## config.mk

```make
export PLATFORM = sky130hd
export DESIGN_NAME = imem_loader
export DESIGN_NICKNAME = d
export VERILOG_FILES = /design/src/rtl/imem_loader.sv
export SDC_FILE = /design/constraint.sdc
export NUM_CORES = 1
export LEC_CHECK = 0
export ABC_AREA = 1
export BUFFER_PORTS_ARGS = -buffer_cell sky130_fd_sc_hd__buf_2
export CAP_MARGIN = 20
export CORE_MARGIN = 2
export CORE_UTILIZATION = 52
export CTS_CLUSTER_SIZE = 10
export DETAILED_ROUTE_END_ITERATION = 10
export MAX_ROUTING_LAYER = met4
export PLACE_DENSITY = 0.75
export SETUP_SLACK_MARGIN = 0.2
export SLEW_MARGIN = 20
export SYNTH_ARGS = -nofsm -noshare
export SYNTH_HDL_FRONTEND = slang
export SYNTH_SLANG_ARGS = --single-unit
export TNS_END_PERCENT = 100
```

## constraint.sdc

```tcl
create_clock -name clk -period 2.4 [get_ports clk]
set_input_delay 0.6 -clock clk [delete_from_list [all_inputs] [get_ports clk]]
set_output_delay 0.6 -clock clk [all_outputs]
set_load 0.02 [all_outputs]
```

## src/rtl/imem_loader.sv

```systemverilog
// rtl/imem_loader.sv - byte-stream loader that programs instruction memory while holding the CPU
module imem_loader #(
    parameter int ADDR_WIDTH = 10
) (
    input  logic                  clk,
    input  logic                  reset,
    input  logic                  start,
    input  logic                  byte_valid,
    input  logic [7:0]            byte_data,
    output logic                  byte_ready,
    output logic                  imem_we,
    output logic [ADDR_WIDTH-1:0] imem_addr,
    output logic [31:0]           imem_wdata,
    output logic                  cpu_hold,
    output logic                  done,
    output logic                  error
);

    localparam logic [2:0] S_IDLE   = 3'd0;
    localparam logic [2:0] S_LEN_LO = 3'd1;
    localparam logic [2:0] S_LEN_HI = 3'd2;
    localparam logic [2:0] S_DATA   = 3'd3;
    localparam logic [2:0] S_WRITE  = 3'd4;
    localparam logic [2:0] S_CHECK  = 3'd5;
    localparam logic [2:0] S_DONE   = 3'd6;
    localparam logic [2:0] S_ERR    = 3'd7;

    // Largest legal word count; a full memory (2^ADDR_WIDTH words) is allowed.
    localparam logic [16:0] MAX_WORDS = 17'(1) << ADDR_WIDTH;

    logic [2:0]  state;
    logic [2:0]  next_state;
    logic [7:0]  len_lo;
    logic [16:0] len_rx;
    logic [16:0] word_total;
    logic [16:0] word_cnt;
    logic [1:0]  byte_cnt;
    logic [7:0]  run_xor;
    logic [31:0] shift_word;
    logic        accept;
    logic        start_ok;
    logic        last_word;

    // Handshake and status are pure decodes of the current state.
    assign byte_ready = (state == S_LEN_LO) || (state == S_LEN_HI) ||
                        (state == S_DATA)   || (state == S_CHECK);
    assign imem_we    = (state == S_WRITE);
    assign cpu_hold   = byte_ready || (state == S_WRITE) || (state == S_ERR);
    assign done       = (state == S_DONE);
    assign error      = (state == S_ERR);

    assign accept     = byte_valid && byte_ready;
    assign start_ok   = start && ((state == S_IDLE) || (state == S_DONE) || (state == S_ERR));

    // Full 16-bit length as it would be latched by the LEN_HI byte currently on the bus.
    assign len_rx     = {1'b0, byte_data, len_lo};

    // The word counter is one bit wider than the address so a full-memory load
    // terminates on the count rather than on an address that wrapped to zero.
    assign last_word  = ((word_cnt + 17'd1) == word_total);

    assign imem_addr  = word_cnt[ADDR_WIDTH-1:0];
    assign imem_wdata = shift_word;

    // Frame sequencing: length, data words with a write slot after each, checksum.
    always_comb begin
        next_state = state;
        case (state)
            S_IDLE, S_DONE, S_ERR: begin
                if (start) begin
                    next_state = S_LEN_LO;
                end
            end
            S_LEN_LO: begin
                if (accept) begin
                    next_state = S_LEN_HI;
                end
            end
            S_LEN_HI: begin
                if (accept) begin
                    if (len_rx > MAX_WORDS) begin
                        next_state = S_ERR;
                    end else if (len_rx == 17'd0) begin
                        next_state = S_CHECK;
                    end else begin
                        next_state = S_DATA;
                    end
                end
            end
            S_DATA: begin
                if (accept && (byte_cnt == 2'd3)) begin
                    next_state = S_WRITE;
                end
            end
            S_WRITE: begin
                next_state = last_word ? S_CHECK : S_DATA;
            end
            S_CHECK: begin
                if (accept) begin
                    next_state = (byte_data == run_xor) ? S_DONE : S_ERR;
                end
            end
            default: begin
                next_state = S_IDLE;
            end
        endcase
    end

    // State register.
    always_ff @(posedge clk) begin
        if (reset) begin
            state <= S_IDLE;
        end else begin
            state <= next_state;
        end
    end

    // Capture the 16-bit word count from the two length bytes.
    always_ff @(posedge clk) begin
        if (reset) begin
            len_lo     <= 8'd0;
            word_total <= 17'd0;
        end else if (start_ok) begin
            word_total <= 17'd0;
        end else if (accept && (state == S_LEN_LO)) begin
            len_lo <= byte_data;
        end else if (accept && (state == S_LEN_HI)) begin
            word_total <= len_rx;
        end
    end

    // Running XOR over every frame byte ahead of the checksum byte.
    always_ff @(posedge clk) begin
        if (reset) begin
            run_xor <= 8'd0;
        end else if (start_ok) begin
            run_xor <= 8'd0;
        end else if (accept && (state != S_CHECK)) begin
            run_xor <= run_xor ^ byte_data;
        end
    end

    // Little-endian word assembly: each new byte enters at the top, so byte 0 ends in bits 7:0.
    always_ff @(posedge clk) begin
        if (reset) begin
            shift_word <= 32'd0;
            byte_cnt   <= 2'd0;
        end else if (start_ok) begin
            byte_cnt <= 2'd0;
        end else if (accept && (state == S_DATA)) begin
            shift_word <= {byte_data, shift_word[31:8]};
            byte_cnt   <= byte_cnt + 2'd1;
        end
    end

    // Word address: starts at zero on each load and advances once per write slot.
    always_ff @(posedge clk) begin
        if (reset) begin
            word_cnt <= 17'd0;
        end else if (start_ok) begin
            word_cnt <= 17'd0;
        end else if (state == S_WRITE) begin
            word_cnt <= word_cnt + 17'd1;
        end
    end

endmodule

```

==> impl_metrics.json, run 1 <==
{
  "status": "finished clean",
  "leakage_nw": 1.98,
  "p_per_area_nw_per_um2": 811,
  "fmax_ghz": 0.485,
  "criticalPathCategory": "reg -> out",
  "syn2layout_area_growth_pct": 12.6,
  "yosys.area_share.simple_pct": 33.1,
  "wl_per_cell_um": 13.8,
  "cp-start-kind": "flop",
  "critPathMaxFanout": 7,
  "synthesis.nets": 625,
  "synth_flop_cell": "dfxtp_1",
  "rows": 33,
  "seq_area_frac_synth_pct": 39.8,
  "via_per_inst": 5.46,
  "numCtsBuffers": 9,
  "grt_max_degree": 48,
  "grt_pass1_vias": 3714,
  "netlist_area_um2": 4320,
  "antenna_found_initial": 0,
  "synth_compound_area_share_pct": 14.7,
  "tritoncts": "yes",
  "slew_headroom_pct": 39.8,
  "cp.arrival_ns": 1.46,
  "synthArstFlopShare_pct": 0,
  "tns_ns": 0,
  "synthAdderAreaFrac_pct": 0.579,
  "min_period_ns": 2.06,
  "insertedDiodeCount": 0,
  "tightest_slew_ns": 0.896,
  "synth_edf_count": 0,
  "yosys_warnings": 0,
  "grtUsageTotal_pct": 24.7,
  "vias": 4161,
  "clock_skew_ns": 0.0102,
  "first_pass_iters": 4,
  "cp-end-kind": "output port",
  "drc_errors": 0,
  "layout_common_cells": "nand2_1, nand3_1, dfxtp_1",
  "multi_input_area_um2": 2200,
  "rsz0062_at_grt": "false",
  "ios": 59,
  "die-width_um": 95.2,
  "synth-xor-area-share_pct": 2.43,
  "final_util_pct": 59.9,
  "synth.avg_cell_area_um2": 7.08,
  "worst_r2r_path_depth": 14,
  "drv_slew": 0,
  "drt-total-wl_mm": 10.6,
  "dieHeight_um": 95.2,
  "drive_above_1_share_pct": 18.9,
  "start_util_pct": 53.1,
  "gp_congestion": 0.886,
  "grt_pass1_wl_mm": 17.2,
  "synth_top_family_by_area": "simple AND/OR/NAND/NOR gates",
  "clock_path_buffers": 2,
  "finalInstanceArea_um2": 4870,
  "clkTransAtPathRegs_ns": 0.09,
  "post_dp_cell_area_um2": 4630,
  "cts-htree-levels": 3,
  "dp_hpwl_mm": 7.48,
  "setup_viol": 0,
  "io_buffer_count": 58,
  "maxCapViolations": 0,
  "final_antenna_net_count": 0,
  "layout.nets": 666,
  "drtIter0Drc": 256,
  "hp-class": "reg -> reg",
  "ir_worst_vdd_mv": 0.667,
  "ff_latch_area_um2": 1730,
  "cts_root_buffer": "clkbuf_8",
  "die-area_um2": 9060,
  "fin_crit_sh_pct": 85.9,
  "grt_overflow": 0,
  "muxShareOfSynthArea_pct": 0,
  "cts_num_sinks": 86,
  "ys_types": 34,
  "layout_commonest_cell": "nand2_1",
  "hold_violations": 0,
  "syn_inst": 611,
  "required_ns": 1.80,
  "core-area_um2": 8130,
  "ys_ff_latch": 86,
  "clkLatencyLatePin_ns": 0.35,
  "holdPathStages": 2,
  "fill_cells": 781
}
==> state kept, by name, indices dropped and copies added, names as in the netlist <==
signal and count:
word_total 16, byte_cnt 2, state 3, run_xor 8
word_cnt 17, imem_wdata 32, len_lo 8
==> cells in the mapped netlist (10+ instances only) <==
library cell / count / area (um^2)
a21oi_1: 79 / 395
nand3_1: 83 / 415
nor2_1: 20 / 75.1
dfxtp_1: 86 / 1720
nand4_1: 13 / 81.3
nand2_1: 132 / 495
xor2_1: 10 / 87.6
o21ai_0: 28 / 140
buf_4: 11 / 82.6
clkbuf_1: 22 / 82.6
inv_1: 53 / 199
nand2_2: 10 / 62.6
==> path summary, 6_finish.rpt <==
check / startpoint / end / slack (ns)
worst max-delay path: state[0]$_SDFFE_PP0P_ / cpu_hold / 0.34
worst min-delay path: run_xor[1]$_SDFFE_PP0P_ / run_xor[1]$_SDFFE_PP0P_ / 0.46
worst max register to register: word_cnt[1]$_SDFFE_PP0P_ / state[2]$_SDFFE_PP0P_ / 0.38
worst min register to register: run_xor[1]$_SDFFE_PP0P_ / run_xor[1]$_SDFFE_PP0P_ / 0.46
==> power breakdown <==
group / internal, W / total (W) / switching (W)
registers: 0.00157 / 0.00171 / 0.000137
logic: 0.000359 / 0.00116 / 0.000797
clock network: 0.000504 / 0.00109 / 0.000581
==> routing by layer <==
layer / share of wire, % / up-vias / track usage, %
li1: - / 2109 / -
met1: 46 / 1913 / 32.4
met2: 47 / 131 / 38.4
met3: 5.3 / 8 / 4.27
met4: 0.82 / 0 / 8.82
met5: 0 / - / -
==> cells by family after synthesis <==
kind of cell,count (synthesis)
AND/OR/NAND/NOR,293
AO/OA/AOI/OAI,122
buffers and inverters,96
flip-flops,86
XOR/XNOR,12
adder cells (fa/ha/maj),2
==> repair_timing <==
item,4_1_cts,5_1_grt
buffers inserted,0,1
hold buffers,0,0
gates resized for setup,0,5
setup endpoints to repair,0,3
==> stage by stage <==
| stage | total power, W | worst slack (ns) | cells | hold slack, ns |
|---|---|---|---|---|
| floorplan | 0.00259 | 0.584 | 611 | 0.435 |
| global placement | 0.00284 | 0.415 | 745 | 0.443 |
| detailed placement | 0.00287 | 0.335 | 745 | 0.454 |
| CTS | 0.00395 | 0.266 | 761 | 0.467 |
| global route | 0.00419 | 0.197 | 762 | 0.474 |
| finish | 0.00395 | 0.339 | 762 | 0.463 |
==> cell type report <==
cell class	count	area share, %
Clock buffer	9	2.54
Clock inverter	7	1.72
Inverter	59	4.55
Multi-Input combinational cell	429	45.2
Sequential cell	86	35.4
Tap cell	105	2.70
Timing Repair Buffer	67	7.86
==> worst max-delay path, cell delays in order (launching register included) <==
cell and delay, ns:
dfxtp_2 0.36, inv_2 0.14, nor2_4 0.06, inv_2 0.08, nand2_2 0.08, nor2_1 0.13
o21ai_0 0.10, buf_2 0.16
Power figures use the tool's default switching activity.
==> run 2: changes to the inputs <==
--- a/config.mk
+++ b/config.mk
@@ -9,13 +9,12 @@
 export BUFFER_PORTS_ARGS = -buffer_cell sky130_fd_sc_hd__buf_2
 export CAP_MARGIN = 20
 export CORE_MARGIN = 2
-export CORE_UTILIZATION = 52
+export CORE_UTILIZATION = 50
 export CTS_CLUSTER_SIZE = 10
 export DETAILED_ROUTE_END_ITERATION = 10
 export MAX_ROUTING_LAYER = met4
-export PLACE_DENSITY = 0.75
+export PLACE_DENSITY = 0.73
 export SETUP_SLACK_MARGIN = 0.2
-export SLEW_MARGIN = 20
 export SYNTH_ARGS = -nofsm -noshare
 export SYNTH_HDL_FRONTEND = slang
 export SYNTH_SLANG_ARGS = --single-unit
==> run 2 against run 1 <==
Compared with the run above:
- sequential share of layout area increased by 0.23 points
- global-route usage shrank 1.4 points
- clock power hardly changed
- count of clock-buffer cells in the layout unchanged
- total power rose by 0.18%
- highest routed layer unchanged
- hold slack lost 0.0024 ns
- critical path type unchanged
- final cell count did not move
- via count rose by 0.75%
- register-to-register slack better by 0.05 ns
- flip-flop and latch count unchanged
- wire length rose by 0.84%
==> impl_metrics.json, run 2 (same netlist as run 1, synthesis figures left out) <==
{
  "cp-start-kind": "flop",
  "drive_above_1_share_pct": 19.2,
  "setup_viol": 0,
  "rsz0062_at_grt": "false",
  "wl_per_cell_um": 14.0,
  "antenna_found_initial": 0,
  "tightest_slew_ns": 0.885,
  "clock_skew_ns": 0.0114,
  "cp-startpoint": "state[1]$_SDFFE_PP0P_",
  "grt_pass1_wl_mm": 18.0,
  "rows": 33,
  "cp-end-kind": "output port",
  "p_sw_share_pct": 38.6,
  "required_ns": 1.80,
  "post_dp_cell_area_um2": 4620,
  "drc_errors": 0,
  "drtIter0Drc": 197,
  "numCtsBuffers": 9,
  "layout_commonest_cell": "nand2_1",
  "gp_congestion": 0.918,
  "clock_path_buffers": 2,
  "fmax_ghz": 0.485,
  "first_pass_iters": 5,
  "start_util_pct": 52.1,
  "power_frac_seq_pct": 43.0,
  "pwr-share-comb_pct": 29.3,
  "crit_path_end": "cpu_hold",
  "tns_ns": 0,
  "final_antenna_net_count": 0,
  "maxCapViolations": 0,
  "r2r_slack_ns": 0.43,
  "layout.nets": 666,
  "vias": 4192,
  "leakage_nw": 1.97,
  "fill_cells": 779,
  "grt_pass1_vias": 3946,
  "hp-class": "reg -> reg",
  "core-area_um2": 8300,
  "criticalPathCategory": "reg -> out",
  "critPathMaxFanout": 5,
  "cts_num_sinks": 86,
  "ios": 59,
  "cts_root_buffer": "clkbuf_8",
  "p_sw_w": 0.00153,
  "cp.arrival_ns": 1.46,
  "min_period_ns": 2.06,
  "p_per_area_nw_per_um2": 815,
  "grtUsageTotal_pct": 23.3,
  "grt_overflow": 0,
  "largest_reg_flops": 32,
  "die-width_um": 97.0,
  "hold_buffers": 0,
  "ir_worst_vdd_mv": 0.513,
  "r2r-start": "word_cnt[0]$_SDFFE_PP0P_",
  "drv_slew": 0,
  "drt-total-wl_mm": 10.6,
  "r2r_end": "state[2]$_SDFFE_PP0P_",
  "cts-htree-levels": 3,
  "hold_violations": 0,
  "clkPwrFrac_pct": 27.6,
  "layout_common_cells": "nand2_1, nand3_1, dfxtp_1",
  "worst_r2r_path_depth": 13,
  "finalInstanceArea_um2": 4860,
  "syn2layout_area_growth_pct": 12.3,
  "dp_hpwl_mm": 7.50,
  "status": "finished clean",
  "grt_max_degree": 41,
  "dieHeight_um": 97.0,
  "io_buffer_count": 58,
  "tritoncts": "yes",
  "die-area_um2": 9410,
  "clkTransAtPathRegs_ns": 0.09,
  "slew_headroom_pct": 40.6,
  "via_per_inst": 5.50,
  "clkLatencyLatePin_ns": 0.37,
  "insertedDiodeCount": 0,
  "p_int_w": 0.00243,
  "fin_crit_sh_pct": 85.9
}
-- run 2: final cells by class --
type / instances / area (um^2) / share of cell area [%]
Clock inverter: 7 / 83.8 / 1.73
Timing Repair Buffer: 67 / 358 / 7.37
Sequential cell: 86 / 1730 / 35.7
Inverter: 59 / 221 / 4.56
Multi-Input combinational cell: 429 / 2210 / 45.4
Clock buffer: 9 / 124 / 2.55
Tap cell: 105 / 131 / 2.71
-- run 2: worst min-delay path by stage --
stage,startpoint,end,depth (start not counted)
CTS,run_xor[3]$_SDFFE_PP0P_,run_xor[3]$_SDFFE_PP0P_,2
global route,run_xor[0]$_SDFFE_PP0P_,run_xor[0]$_SDFFE_PP0P_,2
global placement,run_xor[7]$_SDFFE_PP0P_,run_xor[7]$_SDFFE_PP0P_,2
floorplan,run_xor[7]$_SDFFE_PP0P_,run_xor[7]$_SDFFE_PP0P_,2
finish,run_xor[3]$_SDFFE_PP0P_,run_xor[3]$_SDFFE_PP0P_,2
detailed placement,run_xor[3]$_SDFFE_PP0P_,run_xor[3]$_SDFFE_PP0P_,2
-- run 2: repair_timing --
item | in CTS | in global routing
endpoints found under the setup margin | 0 | 3
hold endpoints to repair | 0 | 0
setup buffers | 0 | 1
gates resized for setup | 0 | 9
-- run 2: routing by layer --
layer	vias to the layer above	routed length, um	global-route usage (%)
li1	2101	-	-
met1	1926	4970	31.0
met2	141	4870	36.2
met3	24	584	2.75
met4	0	212	9.43
met5	-	0	-
-- run 2: metrics by stage --
step / hold slack, ns / utilization, % / total power, W / cells / setup slack (ns)
finish: 0.461 / 58.5 / 0.00396 / 762 / 0.339
global route: 0.489 / 58.5 / 0.00419 / 762 / 0.216
CTS: 0.463 / 58.2 / 0.00395 / 761 / 0.274
detailed placement: 0.450 / 55.7 / 0.00287 / 745 / 0.350
global placement: 0.443 / 55.7 / 0.00285 / 745 / 0.402
floorplan: 0.435 / - / 0.00259 / 611 / 0.584
-- run 2: critical path: stages (launching register included) --
cell	delay [ns]
dfxtp_1	0.47
nor2_4	0.08
inv_2	0.08
nand2_2	0.08
nor2_1	0.12
o21ai_0	0.10
buf_2	0.17
-- run 2: power groups by stage --
stage                     clock network (W)  registers, W  logic [W]
after floorplan                           0       0.00171   0.000883
after global placement                    0       0.00172    0.00112
after detailed placement                  0       0.00173    0.00114
after CTS                           0.00111       0.00170    0.00115
after global routing                0.00115       0.00172    0.00131
final                               0.00109       0.00170    0.00116
